[config.mk]
export PLATFORM = sky130hd
export DESIGN_NAME = fetch_sequencer
export DESIGN_NICKNAME = d
export VERILOG_FILES = /design/src/rtl/core_pkg.sv /design/src/rtl/fetch_sequencer.sv
export SDC_FILE = /design/constraint.sdc
export NUM_CORES = 1
export LEC_CHECK = 0
export ABC_AREA = 1
export CELL_PAD_IN_SITES_DETAIL_PLACEMENT = 1
export CELL_PAD_IN_SITES_GLOBAL_PLACEMENT = 1
export CORE_ASPECT_RATIO = 0.7
export CORE_MARGIN = 2
export CORE_UTILIZATION = 27
export DETAILED_ROUTE_END_ITERATION = 8
export HOLD_SLACK_MARGIN = 0.03
export PLACE_DENSITY = 0.77
export SLEW_MARGIN = 20
export SYNTH_ARGS = -nofsm -noshare
export SYNTH_HDL_FRONTEND = slang
export SYNTH_SLANG_ARGS = --single-unit
[constraint.sdc]
create_clock -name clk -period 1.6 [get_ports clk]
set_input_delay 0.4 -clock clk [delete_from_list [all_inputs] [get_ports clk]]
set_output_delay 0.4 -clock clk [all_outputs]
set_load 0.005 [all_outputs]
[src/rtl/core_pkg.sv]
// Shared fetch-sequencer types and defaults.
// Imported by the fetch sequencer and its parent.
package core_pkg;

  typedef enum logic [2:0] {
    ST_FETCH,
    ST_WAIT,
    ST_ISSUE,
    ST_DRAIN,
    ST_TRAP
  } fetch_state_e;

  localparam logic [31:0] RESET_PC_DEF = 32'h0000_0000;
  localparam logic [31:0] PC_STEP_DEF  = 32'd4;

  localparam logic [31:0] PC_ALIGN_MASK = 32'hFFFF_FFFC;

endpackage

[src/rtl/fetch_sequencer.sv]
// Single-issue fetch controller: one request in flight,
// decode-gated issue handshake, trap, and redirect draining.
module fetch_sequencer
  import core_pkg::*;
#(
  parameter logic [31:0] RESET_PC = RESET_PC_DEF,
  parameter logic [31:0] PC_STEP  = PC_STEP_DEF
) (
  input  logic        clk,
  input  logic        clk_en,
  input  logic        rst,
  output logic        o_mem_req,
  output logic [31:0] o_mem_addr,
  input  logic        i_mem_gnt,
  input  logic        i_mem_rvalid,
  input  logic [31:0] i_mem_rdata,
  output logic [31:0] o_dec_instruction,
  input  logic        i_dec_valid,
  output logic        o_issue_valid,
  input  logic        i_issue_ready,
  output logic [31:0] o_issue_pc,
  output logic [31:0] o_issue_instruction,
  input  logic        i_redirect,
  input  logic [31:0] i_redirect_pc,
  output logic        o_trap,
  output logic [31:0] o_trap_pc,
  output logic [31:0] o_issue_count
);

  fetch_state_e state_q, state_d;
  logic [31:0]  pc_q, pc_d;
  logic [31:0]  inst_q, inst_d;
  logic [31:0]  count_q, count_d;
  logic [31:0]  trap_pc_q, trap_pc_d;

  always_ff @(posedge clk) begin
    if (rst) begin
      state_q <= ST_FETCH;
    end else if (clk_en) begin
      state_q <= state_d;
    end
  end

  always_ff @(posedge clk) begin
    if (rst) begin
      pc_q      <= RESET_PC & PC_ALIGN_MASK;
      inst_q    <= '0;
      count_q   <= '0;
      trap_pc_q <= '0;
    end else if (clk_en) begin
      pc_q      <= pc_d;
      inst_q    <= inst_d;
      count_q   <= count_d;
      trap_pc_q <= trap_pc_d;
    end
  end

  always_comb begin
    state_d   = state_q;
    pc_d      = pc_q;
    inst_d    = inst_q;
    count_d   = count_q;
    trap_pc_d = trap_pc_q;
    if (i_redirect) begin
      // Any accepted-but-unanswered request must be drained first.
      pc_d = i_redirect_pc & PC_ALIGN_MASK;
      unique case (state_q)
        ST_FETCH: state_d = i_mem_gnt    ? ST_DRAIN : ST_FETCH;
        ST_WAIT:  state_d = i_mem_rvalid ? ST_FETCH : ST_DRAIN;
        ST_DRAIN: state_d = i_mem_rvalid ? ST_FETCH : ST_DRAIN;
        default:  state_d = ST_FETCH;
      endcase
    end else begin
      unique case (state_q)
        ST_FETCH: begin
          if (i_mem_gnt) state_d = ST_WAIT;
        end
        ST_WAIT: begin
          if (i_mem_rvalid) begin
            inst_d  = i_mem_rdata;
            state_d = ST_ISSUE;
          end
        end
        ST_ISSUE: begin
          if (!i_dec_valid) begin
            trap_pc_d = pc_q;
            state_d   = ST_TRAP;
          end else if (i_issue_ready) begin
            pc_d    = pc_q + PC_STEP;
            count_d = count_q + 32'd1;
            state_d = ST_FETCH;
          end
        end
        ST_DRAIN: begin
          if (i_mem_rvalid) state_d = ST_FETCH;
        end
        default: state_d = state_q;
      endcase
    end
  end

  always_comb begin
    o_mem_req           = (state_q == ST_FETCH);
    o_mem_addr          = pc_q;
    o_dec_instruction   = inst_q;
    o_issue_valid       = (state_q == ST_ISSUE) && i_dec_valid
                          && !i_redirect;
    o_issue_pc          = pc_q;
    o_issue_instruction = inst_q;
    o_trap              = (state_q == ST_TRAP);
    o_trap_pc           = trap_pc_q;
    o_issue_count       = count_q;
  end

endmodule

==> out/metrics.cfg <==
[status]
status = finished with violations
failed_checks = setup timing

[placement]
portBuffers = 258
place_ws_ps = -625
hpwl_microns = 20700
gp_congestion = 0.850
placed_cells = 1683

[logic_synthesis]
synth_enable_flop_cells = 0
yosysUniqueCellTypes = 41
syn_inst = 1099
synth_top_area_frac = 0.359
async_reset_ff_frac = 0
yosys_warnings = 0
postSynthAreaPerCell_sq_um = 6.45
synth.area.top_cells = dfxtp_1 (36%), nand2_1 (13%), nor2_1 (11%)
synth_top_cell_by_area = dfxtp_1
ys_seq_elements = 127
synth_area_sq_um = 7090
yosysSeqAreaShare = 0.359
synth-main-ff-cell = dfxtp_1

[timing]
period_share = 1.04
slew_violations = 0
period_minus_slack_ps = 1660
setup_ws_ps = -59.9
rsz0062_at_grt = true
clock.fmax_ghz = 0.602
hold_violations = 0
setup_viol = 12
finClkSkew_ps = 12.2

[power]
leakagePower_uw = 0.00521
powerDensity_nw_per_um2 = 718
ir_drop_v = 0.000594

[route]
wire_per_inst_microns = 17.0
totalWireLength_microns = 29900
drt-initial-drc-count = 436
vias_per_cell = 4.77
antenna_left = 0
dr.pass1.iters = 5
vias = 8413
post-route-drc-count = 0

[final_layout]
seq_area_sq_um = 2730
nets = 1493
multiInputGateArea_sq_um = 3710
finalNonFillerCells = 1763
drive_above_1_share = 0.247
nFillCells = 3287
synthToLayoutAreaGrowth_pct = 61.4
antennaDiodeCount = 0

[job]
maxCapViolations = 0

[global_route]
grt_pass1_vias = 8430
grt_max_degree = 61
grt_overflow_total = 0
grt_pass1_wl_microns = 45300
grt.total_usage = 0.210
antenna_found_initial = 0

[clock_tree]
htreeDepth = 4
cts_made_buffers = 17
cts.root.buffer_cell = clkbuf_16
cts_buffer_depth = 2
path_clk_slew_ps = 60
clk_latency_ps = 430
cts_tree = built
postCtsHoldBufs = 0
cts_sinks = 127

[critical_path]
startpoint = state_q[2]
end_kind = output port
r2r_end = o_issue_count[21]
crit_end = o_issue_valid
r2r_slack_ps = -10
critPathKind = flip-flop to output port
reg2reg_depth = 9
r2r-start = state_q[2]
worstPathMaxFanout = 2
start_kind = flip-flop
critical_path_required_ps = 1200
cp_data_arrival_time_ps = 1260

[floorplanning]
start_util = 0.275
die_width_microns = 198
die_height_microns = 140
core_sq_um = 25700
row_count = 49
boundaryPins = 267
die_area_sq_um = 27600

[hold_path]
hold_path_class = input port to flip-flop

synthesized netlist by cell type (5+ instances only):
library cell and n:
buf_6 7, buf_2 9, nand2_1 253, dfxtp_1 127, buf_4 68, nor3_1 8, a21oi_1 83, o21ai_0 101
inv_1 97, clkbuf_1 22, nand3b_1 8, nand3_1 48, nor2_2 5, nor2_1 207, nand4_1 8, nor2_4 8
flip-flops by register name, summed over array words and instances, names as in the netlist:
signal / cells
o_dec_instruction: 32
o_issue_count: 32
o_issue_pc: 30
o_trap_pc: 30
state_q: 3
where the power goes:
group	switching (uW)	total [uW]	internal (uW)	leakage (uW)
combinational	536	1100	561	0.00386
sequential	68.7	3280	3210	0.00108
clock	1580	3840	2260	0.000267
cell families (layout without fill, tap and decap cells):
family	count (synthesis)	after routing	share of synthesized area
compound gates	195	195	0.141
xor+xnor	3	3	0.00371
fa+ha+maj	2	2	0.00353
buf+inv	208	536	0.155
flops	127	127	0.359
other cells	1	6	0.000529
simple gates	563	563	0.337
cell usage in the layout, fill, tap and decap left out, drive strengths merged, types with 22 or more instances in the layout:
| cell type | count |
|---|---|
| nand3 | 49 |
| clkdlybuf4s50 | 67 |
| nand2 | 259 |
| buf | 147 |
| o21ai | 102 |
| clkbuf | 22 |
| dlygate4sd2 | 170 |
| inv | 102 |
| a21oi | 83 |
| nor2 | 220 |
| dfxtp | 127 |
stage by stage:
step / hold WS, ps / instance area, sq um / power (uW) / TNS (ps) / util
after floorplan: 440 / 7110 / 3830 / 0 / -
after CTS: 343 / 11100 / 8240 / -136 / 0.431
after detailed placement: 435 / 10200 / 4410 / -47450 / 0.396
final: 362 / 11400 / 8220 / -222 / 0.445
after global routing: 363 / 11400 / 8550 / -3490 / 0.445
after global placement: 431 / 10200 / 4390 / -42720 / 0.396
how the worst min path moves through the flow:
stage	end	startpoint	cells past startpoint	slack, ps
6_report	o_issue_count[23]	rst	4	360
5_1_grt	o_issue_count[24]	rst	4	360
4_1_cts	o_issue_count[23]	rst	4	340
3_5_place_dp	o_trap_pc[25]	o_trap_pc[25]	2	440
3_3_place_gp	o_trap_pc[24]	o_trap_pc[24]	2	430
2_1_floorplan	o_trap_pc[10]	o_trap_pc[10]	2	440
worst max-delay path, stage by stage, from the launching register on:
cell and delay (ps):
dfxtp_2 320, inv_2 80, nand2_4 60, nor2_4 80, nand2_1 60, nor2_1 100, buf_2 140
layer usage:
layer  part of all wire  routed length [microns]  GRT usage  vias to the layer above
met1               0.47                    14000      0.288                     4062
li1                   -                        -          -                     4058
met3              0.071                     2130     0.0516                       16
met5                  0                        0          0                        -
met4             0.0084                      251     0.0439                        0
met2               0.45                    13500      0.332                      277
timing repair:
item / CTS / global route
endpoints found under the setup margin: 217 / 98
hold endpoints to repair: 0 / 0
gates resized for setup: 354 / 90
buffers inserted: 41 / 3
cloned: 0 / 4
pin swaps: 8 / 16
final cells by class:
| cell class | count | area share |
|---|---|---|
| clock inverter | 12 | 0.00973 |
| timing repair inverter | 1 | 0.000765 |
| multi-input combinational | 769 | 0.324 |
| timing repair buffer | 402 | 0.316 |
| clock buffer | 20 | 0.0408 |
| tap | 331 | 0.0362 |
| inverter | 101 | 0.0342 |
| sequential | 127 | 0.239 |
Power figures use the tool's default switching activity.
